<file path="config.mk">
export PLATFORM = sky130hd
export DESIGN_NAME = alu_exec_unit
export DESIGN_NICKNAME = d
export VERILOG_FILES = /design/src/rtl/alu_exec_unit.sv
export SDC_FILE = /design/constraint.sdc
export NUM_CORES = 1
export LEC_CHECK = 0
export CORE_MARGIN = 2
export CORE_UTILIZATION = 30
export DETAILED_ROUTE_END_ITERATION = 7
export MAX_ROUTING_LAYER = met4
export PLACE_DENSITY_LB_ADDON = 0.2
export SLEW_MARGIN = 20
export SYNTH_ARGS = -nofsm -noshare
export SYNTH_HDL_FRONTEND = slang
export SYNTH_SLANG_ARGS = --single-unit
</file>
<file path="constraint.sdc">
create_clock -name clk -period 3.8 [get_ports clk]
set_input_delay 0.95 -clock clk [delete_from_list [all_inputs] [get_ports clk]]
set_output_delay 0.95 -clock clk [all_outputs]
set_load 0.005 [all_outputs]
</file>
<file path="src/rtl/alu_exec_unit.sv">
// alu_exec_unit
//   Integer execute unit: add/sub, RV32I-style R-type ALU ops and, when the
//   ALU_EXEC_MULDIV_EN macro is defined, multiply (1 cycle) and a restoring
//   divider (one quotient bit per cycle). Requests and responses use
//   valid/ready handshakes. Only one operation is in flight at a time.
//
//   Ports
//     clk       rising-edge clock
//     rst_n     asynchronous active-low reset
//     ALUop     op class: 00 add, 01 sub, 10 R-type decode, 11 reserved
//     funct7    R-type funct7 field
//     funct3    R-type funct3 field
//     op_a/op_b operands (rs1, rs2), XLEN bits
//     in_valid  request valid         in_ready  request ready (IDLE only)
//     out_valid response valid        out_ready response ready
//     result    registered result     illegal   registered illegal-decode flag
//
//   Build option: `define ALU_EXEC_MULDIV_EN enables the M-extension ops;
//   without it funct7 0000001 decodes as illegal and no DIV state exists.
module alu_exec_unit #(
    parameter int XLEN  = 32,
    parameter int CNT_W = $clog2(XLEN) + 1
) (
    input  logic            clk,
    input  logic            rst_n,
    input  logic [1:0]      ALUop,
    input  logic [6:0]      funct7,
    input  logic [2:0]      funct3,
    input  logic [XLEN-1:0] op_a,
    input  logic [XLEN-1:0] op_b,
    input  logic            in_valid,
    output logic            in_ready,
    output logic            out_valid,
    input  logic            out_ready,
    output logic [XLEN-1:0] result,
    output logic            illegal
);

    localparam int SHW = $clog2(XLEN);

    if (!(XLEN == 8 || XLEN == 16 || XLEN == 32 || XLEN == 64))
        $error("alu_exec_unit: XLEN must be 8, 16, 32 or 64");
    if (CNT_W < $clog2(XLEN) + 1)
        $error("alu_exec_unit: CNT_W too narrow to hold XLEN");

`ifdef ALU_EXEC_MULDIV_EN
    typedef enum logic [1:0] {S_IDLE, S_DIV, S_RESP} state_t;
`else
    typedef enum logic [0:0] {S_IDLE, S_RESP} state_t;
`endif

    state_t state_q, state_d;

    logic [XLEN-1:0] result_q;
    logic            illegal_q;
    logic [XLEN-1:0] alu_res;
    logic            alu_ill;
    logic            div_start;
    logic [SHW-1:0]  shamt;

`ifdef ALU_EXEC_MULDIV_EN
    localparam logic [XLEN-1:0] SMIN = {1'b1, {(XLEN-1){1'b0}}};

    logic [CNT_W-1:0]  cnt_q;
    logic [XLEN-1:0]   quo_q, rem_q, dvsr_q;
    logic              qneg_q, rneg_q, isrem_q;

    logic [2*XLEN-1:0] ext_a, ext_b, prod;
    logic              div_signed, a_neg, b_neg;
    logic [XLEN-1:0]   abs_a, abs_b;
    logic [XLEN:0]     rem_sh, diff;
    logic [XLEN-1:0]   rem_nx, quo_nx, q_fin, r_fin;

    // Multiplier operands are sign- or zero-extended to 2*XLEN so a single
    // truncated product yields the correct high half for all MULH variants.
    always_comb begin
        ext_a = (funct3[1:0] == 2'b01 || funct3[1:0] == 2'b10)
              ? {{XLEN{op_a[XLEN-1]}}, op_a} : {{XLEN{1'b0}}, op_a};
        ext_b = (funct3[1:0] == 2'b01)
              ? {{XLEN{op_b[XLEN-1]}}, op_b} : {{XLEN{1'b0}}, op_b};
        prod  = ext_a * ext_b;

        div_signed = ~funct3[0];
        a_neg      = div_signed & op_a[XLEN-1];
        b_neg      = div_signed & op_b[XLEN-1];
        abs_a      = a_neg ? -op_a : op_a;
        abs_b      = b_neg ? -op_b : op_b;
    end

    // One restoring step: shift the next dividend bit into the partial
    // remainder, keep the subtraction only if it did not go negative.
    always_comb begin
        rem_sh = {rem_q, quo_q[XLEN-1]};
        diff   = rem_sh - {1'b0, dvsr_q};
        if (!diff[XLEN]) begin
            rem_nx = diff[XLEN-1:0];
            quo_nx = {quo_q[XLEN-2:0], 1'b1};
        end else begin
            rem_nx = rem_sh[XLEN-1:0];
            quo_nx = {quo_q[XLEN-2:0], 1'b0};
        end
        q_fin = qneg_q ? -quo_nx : quo_nx;
        r_fin = rneg_q ? -rem_nx : rem_nx;
    end
`endif

    // Decode and single-cycle datapath, evaluated on the request inputs.
    always_comb begin
        alu_res   = '0;
        alu_ill   = 1'b0;
        div_start = 1'b0;
        shamt     = op_b[SHW-1:0];
        case (ALUop)
            2'b00: alu_res = op_a + op_b;
            2'b01: alu_res = op_a - op_b;
            2'b10: begin
                case (funct7)
                    7'b0000000: begin
                        case (funct3)
                            3'b000:  alu_res = op_a + op_b;
                            3'b001:  alu_res = op_a << shamt;
                            3'b010:  alu_res = XLEN'($signed(op_a) < $signed(op_b));
                            3'b011:  alu_res = XLEN'(op_a < op_b);
                            3'b100:  alu_res = op_a ^ op_b;
                            3'b101:  alu_res = op_a >> shamt;
                            3'b110:  alu_res = op_a | op_b;
                            default: alu_res = op_a & op_b;
                        endcase
                    end
                    7'b0100000: begin
                        case (funct3)
                            3'b000:  alu_res = op_a - op_b;
                            3'b101:  alu_res = $signed(op_a) >>> shamt;
                            default: alu_ill = 1'b1;
                        endcase
                    end
`ifdef ALU_EXEC_MULDIV_EN
                    7'b0000001: begin
                        if (!funct3[2]) begin
                            alu_res = (funct3[1:0] == 2'b00) ? prod[XLEN-1:0]
                                                             : prod[2*XLEN-1:XLEN];
                        end else if (op_b == '0) begin
                            alu_res = funct3[1] ? op_a : '1;
                        end else if (div_signed && op_a == SMIN && op_b == '1) begin
                            alu_res = funct3[1] ? '0 : op_a;
                        end else begin
                            div_start = 1'b1;
                        end
                    end
`endif
                    default: alu_ill = 1'b1;
                endcase
            end
            default: alu_ill = 1'b1;
        endcase
    end

    // State register
    always_ff @(posedge clk or negedge rst_n) begin
        if (!rst_n) state_q <= S_IDLE;
        else        state_q <= state_d;
    end

    // Next-state logic
    always_comb begin
        state_d = state_q;
        case (state_q)
            S_IDLE: begin
                if (in_valid) begin
`ifdef ALU_EXEC_MULDIV_EN
                    state_d = div_start ? S_DIV : S_RESP;
`else
                    state_d = S_RESP;
`endif
                end
            end
`ifdef ALU_EXEC_MULDIV_EN
            S_DIV: if (cnt_q == CNT_W'(1)) state_d = S_RESP;
`endif
            default: if (out_ready) state_d = S_IDLE;
        endcase
    end

    // Outputs
    always_comb begin
        in_ready  = (state_q == S_IDLE);
        out_valid = (state_q == S_RESP);
        result    = result_q;
        illegal   = illegal_q;
    end

    // Datapath registers
    always_ff @(posedge clk or negedge rst_n) begin
        if (!rst_n) begin
            result_q  <= '0;
            illegal_q <= 1'b0;
`ifdef ALU_EXEC_MULDIV_EN
            cnt_q   <= '0;
            quo_q   <= '0;
            rem_q   <= '0;
            dvsr_q  <= '0;
            qneg_q  <= 1'b0;
            rneg_q  <= 1'b0;
            isrem_q <= 1'b0;
`endif
        end else begin
            case (state_q)
                S_IDLE: begin
                    if (in_valid) begin
                        result_q  <= alu_res;
                        illegal_q <= alu_ill;
`ifdef ALU_EXEC_MULDIV_EN
                        if (div_start) begin
                            cnt_q   <= CNT_W'(XLEN);
                            quo_q   <= abs_a;
                            rem_q   <= '0;
                            dvsr_q  <= abs_b;
                            qneg_q  <= a_neg ^ b_neg;
                            rneg_q  <= a_neg;
                            isrem_q <= funct3[1];
                        end
`endif
                    end
                end
`ifdef ALU_EXEC_MULDIV_EN
                // The last iteration and the sign fix-up share one edge, so
                // the response appears right as the counter reaches zero.
                S_DIV: begin
                    cnt_q <= cnt_q - CNT_W'(1);
                    quo_q <= quo_nx;
                    rem_q <= rem_nx;
                    if (cnt_q == CNT_W'(1)) begin
                        result_q  <= isrem_q ? r_fin : q_fin;
                        illegal_q <= 1'b0;
                    end
                end
`endif
                default: ;
            endcase
        end
    end

endmodule

</file>
## Word level (Yosys, flattened, before mapping)

Index checks and enable logic that the tools add are counted.

- Register bits after elaboration: 34
- Bits in latches: 0
- RAM bits: 0
- ROM bits: 0
- Bits of input ports: 80
- Output and inout port bits: 35
- Memories: 0

- Add/subtract/negate cells: 2
- Multiply operators: 0
- Divide/modulo/power cells: 0
- $lt $le $gt $ge: 2
- Equal/unequal tests: 9
- Shift-type cells: 3
- Multiplexer cells: 10
- Bitwise logic cells: 4
- Reductions and logical operators: 6

Operators with widths:

| operator | count |
|---|---|
| one-hot mux 32 bit (7 select lines) | 1 |
| one-hot mux 32 bit (2 select lines) | 2 |
| one-hot mux 32 bit (3 select lines) | 1 |
| less-than comparator 32 bit | 2 |
| adder 32 bit | 1 |
| AND 32 bit | 1 |
| OR 32 bit | 1 |
| left shift 32 x 5 -> 32 bit | 1 |
| >> shifter 32 x 5 -> 32 bit | 1 |
| >>> shifter 32 x 5 -> 32 bit | 1 |
| subtractor 32 bit | 1 |
| bitwise XOR 32 bit | 1 |
| equality test 3 bit, second input constant | 3 |
| equality test 7 x 6 -> 1 bit, second input constant | 1 |
| logical NOT 7 bit | 1 |
| equality test 3 x 2 -> 1 bit, second input constant | 2 |
| two-way mux 1 bit | 4 |
| one-hot mux 1 bit (2 select lines) | 2 |
| OR reduction 2 bit | 2 |
| equality test 3 x 1 -> 1 bit, second input constant | 1 |
| logical NOT 3 bit | 1 |
| equality test 2 x 1 -> 1 bit, second input constant | 1 |
| equality test 2 bit, second input constant | 1 |
| logical NOT 2 bit | 1 |
| other kinds (2) | 2 |

## Longest topological paths before layout

- Depth in word-level cells: 5
- Gate-level depth with buffers: 17

## Worst setup path after synthesis

Ideal clock, no wire load.

- Path kind: input-to-reg
- From: input port op_b[2]
- To: register result_q[27], in the netlist result[27]
- Library setup time: 0.124 ns
- Data arrival time: 4.390 ns
- Required time: 3.676 ns
- Path slack: -0.714 ns
- Stages on the path: 15
- Cells stage by stage: clkbuf_1 -> inv_1 -> buf_2 -> buf_1 -> buf_1 -> ha_1 -> buf_6 -> or4_1 -> a21oi_2 -> nor3_4 -> o31ai_4 -> a21oi_1 -> a221oi_1 -> a21oi_1 -> a211o_1

- Word-level cells in the longest chain between the ends: 4

RTL lines:

| what | RTL line | source |
|---|---|---|
| from (decl) | 30 | `input logic [XLEN-1:0] op_b,` |
| adder 32 bit, or another cell as far along | 114, 120 |  |
| one-hot mux 32 bit (7 select lines) / one-hot mux 32 bit (2 select lines) (equally long branches) | 119, 131 |  |
| one-hot mux 32 bit (2 select lines) | 117 | `case (funct7)` |
| one-hot mux 32 bit (3 select lines) (*) | 113 | `case (ALUop)` |
| to (signal assigned) | 210 | `result_q <= alu_res;` |
| to (decl) | 54 | `logic [XLEN-1:0] result_q;` |

Mark *: on every way between the ends. The rest lies on a longest branch, timed or not.
A chain may end at the register's enable or synchronous reset.

## Worst setup path in the final report

- From: input port op_a[20]
- To: register result_q[25], in the netlist result[25]

- Word-level cells in the longest chain between the ends: 4

RTL lines:

| what | RTL line | source |
|---|---|---|
| from (decl) | 29 | `input logic [XLEN-1:0] op_a,` |
| adder 32 bit, or another cell as far along | 114, 120 |  |
| one-hot mux 32 bit (7 select lines) / one-hot mux 32 bit (2 select lines) (equally long branches) | 119, 131 |  |
| one-hot mux 32 bit (2 select lines) | 117 |  |
| one-hot mux 32 bit (3 select lines) (*) | 113 |  |

Marks and branches as above.

==> impl_results.md <==
* Remaining DRCs at 0
* ANT cells at 0
* Achievable Freq at between 200 and 300 MHz
* Initial Util at 0.302
* Dominant cell type by area after synthesis: ha_1
* Comb pwr share at 0.745
* Vias in the first global route at 15,300
* Core area at 37,300 um2
* Cell family with most CP delay: compound AO/OA/AOI/OAI gates
* CP dominant cell by count: inv_1
* Final cell count without fillers at 2,608
* Worst Hold Depth at 2
* Synth top area share at 0.109
* Largest net degree at the start of global routing at 81
* TritonCTS clock tree: built
* Seq/Total Area, Yosys at 0.0755
* Internal power at 0.00215 W
* Asr flop ratio synth at 1.00
* Endpoints failing setup at 0
* Clk buf depth at 2
* Critical Path Max Stage Delay at around 0.53 ns
* Final Wtd Congestion at 1.05
* Max-Cap Viols at 0
* Max-slew violation count at 0
* Avg Synthesized Cell Area at 7.17 um2
* Clock Skew at about 0.0089 ns
* Avg Vias per Cell at 6.00
* Cell Area, Synth at about 11,000 um2
* Syn-to-layout area delta at 56.1%
* Ratio of cells with drive above 1 in the final layout at 0.358
* Worst-Margin Slew at between 1 and 1.5 ns
* Detailed-route via count at between 15,000 and 20,000
* # clock sinks at 34
* CP max stage cell: ha_1
* Fin util at 0.472
* Global route total overflow at 0
* Distinct cells, synth at 95
* Slew margin rel. at 0.319
* Period utilisation layout at 0.994
* Drt first pass iters at 6
* Total wire length at 80,000 um
* Hold Crit Endpoint: illegal$_DFFE_PN0P_
* Sequential cell fraction of total power at 0.132
* R2r startpoint: out_valid$_DFF_PN0_
* Psw at 0.00190 W
* Die area at between 30,000 and 40,000 um2
* Row cnt at 71
* Area contributors post-synth: ha_1, a21oi_1, dfrtp_1, mux4_2, nor2_1
* Mapped Nets at 1,753
* Fill cell total of the finished layout at 3,865
* Placed insts at 2,586
* Max rail drop VDD at ~0.15 mV
* Antenna-violating nets left at 0
* Reg-to-reg slack, setup at 1.16 ns
* Antenna violations before repair at 2
* Die Width at 198 um
* R2R depth at 7
* Sw Share at 0.469
* Chip Height at 198 um
* Min Tclk post-route at roughly 3.8 ns
* CTS root buffer: clkbuf_16
* Outcome: completed
* Post-Synthesis Cells at 1,573
* Number of synthesized flops with an enable pin at 0
* Hpwl dp at roughly 66,000 um
* CTS H-tree depth at 2
* Layout net count at 2,313
* Per-cell routed wire length at 30.7 um
* Worst hold-check path type: flip-flop to flip-flop
* Clock Pin Slew Worst Setup and Hold Paths at 0.06 ns
* Final-report hold violation count at 0
* Power per standard cell area at 230 nW/um2
* Post-synth top flop: dfrtp_1
* Clk pwr share at 0.122
* All-Layer GR Usage at 0.415
* I/O pin count at 115
* R2r endpoint: result[20]$_DFFE_PN0P_
* CP required at 3.99 ns
* Critical path class: primary input to flip-flop
* RSZ-0062 raised after global routing: yes
* Startpoint types: primary input
* Commonest cells post-synth: nor2_1, a21oi_1, nand2_1
* Critical Path AT at 3.97 ns
* Wire length of the first global-routing pass at ~110,000 um
* Static leakage at 7.85 nW
* YS warnings at 0
* CP Cell Sequence: clkdlybuf4s50_1 > inv_1 > ha_1 > nor3_2 > nand2_1 > inv_1 > a22oi_2 > buf_4 > o31ai_4 > buf_6 > a21bo_4 > o41a_1 > and3_1 > o41ai_2
* Drt initial violations at around 1,700
* Most numerous cell in the Yosys netlist: nor2_1
* Buf/Inv on CP at 5
* Hold Path Origin: illegal$_DFFE_PN0P_
* Crit path capture type: flip-flop
* IO Port Bufs at 114
* FF+latch count, synth at 34
* Clock Latency Late Sink at 0.30 ns
* Inserted Clock Buffers at 5
* Crit Path Max Fanout at 6
* Hold_buf cts at 0
-- kinds of logic (layout without fill, tap and decap cells) --
logic type,count (synthesis),after routing,share of synthesized area
AOI/OAI and AO/OA,582,582,0.347
xor gates and xnor gates,61,61,0.0474
adders and majority gates,100,100,0.112
buffers and inverters,219,780,0.0868
DFF,34,34,0.0755
muxes,117,117,0.145
and+or+nand+nor,460,460,0.186
-- power by group through the flow --
stage,Sequential (W),Clock [W],Combinational (W)
after floorplan,0.000504,0,0.00126
after global placement,0.000537,0,0.00281
after detailed placement,0.000538,0,0.00281
after CTS,0.000533,0.000494,0.00288
after global routing,0.000539,0.000512,0.00317
final,0.000535,0.000495,0.00301
-- final cells by class --
cell class	count	area [um2]	share of cell area
inverter	97	369	0.0210
timing repair buffer	675	5600	0.318
sequential	34	851	0.0483
clock buffer	8	166	0.00945
multi-input combinational	1320	10000	0.569
tap	474	593	0.0337
-- cell usage in the layout, fill, tap and decap left out, types with 12 or more instances in the layout --
cell / count
nor2_1: 174
buf_4: 531
mux2i_1: 52
xnor2_1: 45
buf_12: 16
a22oi_1: 28
dfrtp_1: 34
nand3_1: 22
a211oi_1: 24
and2_1: 12
mux2_2: 31
inv_1: 78
ha_1: 76
clkdlybuf4s50_1: 92
mux4_2: 34
o21ai_0: 85
inv_2: 18
o211ai_1: 33
ha_4: 17
a21o_1: 15
nand2_1: 137
a31oi_1: 18
o31ai_1: 13
buf_6: 15
o22ai_1: 17
nand4_1: 14
xor2_1: 16
nor3_1: 21
a21oi_1: 164
o221ai_1: 27
-- through the flow --
step                worst slack [ns]  hold WS, ns  TNS [ns]  instance area (um2)  power, W
finish                        0.0231        0.486         0                17600   0.00404
global route                 -0.0507        0.524    -0.140                17600   0.00422
CTS                        0.0000497        0.495         0                17200   0.00390
detailed placement            -0.808        0.482    -13.55                16700   0.00335
global placement              -0.783        0.467    -12.58                16700   0.00335
floorplan                     0.0120        0.473         0                11400   0.00176
-- tightest hold or removal path: stages, from the launching register on --
cell and delay [ns]:
dfrtp_1 0.34, nand2_1 0.05, o21ai_0 0.06
-- worst max path at each step --
stage                        endpoint  slack [ns]     start  cells after the start
2_1_floorplan  result[27]$_DFFE_PN0P_        0.01   op_b[1]                     13
3_3_place_gp   result[13]$_DFFE_PN0P_       -0.78   op_a[4]                     15
4_1_cts        result[25]$_DFFE_PN0P_     0.00005   op_b[6]                     17
6_report       result[25]$_DFFE_PN0P_        0.02  op_a[20]                     14
5_1_grt        result[31]$_DFFE_PN0P_       -0.05   op_a[6]                     17
3_5_place_dp   result[13]$_DFFE_PN0P_       -0.81   op_a[4]                     15
-- sequential cells by signal, indices dropped and copies added (netlist names) --
| name | count |
|---|---|
| result | 32 |
| out_valid | 1 |
| illegal | 1 |
-- per-layer routing --
metal  part of all wire  vias to the layer above  wire length, um  track usage
met5                  0                        -                0            -
met4              0.053                        0             4250        0.176
met3              0.082                      175             6580       0.0644
met2               0.43                      822            34700        0.637
met1               0.43                     7673            34500        0.541
li1                   -                     6973                -            -
-- what timing repair did --
action | CTS | global route
pin swaps | 19 | 27
gates resized for setup | 60 | 87
setup buffers | 7 | 8
setup endpoints to repair | 25 | 18
(Power assumes the default switching activity.)
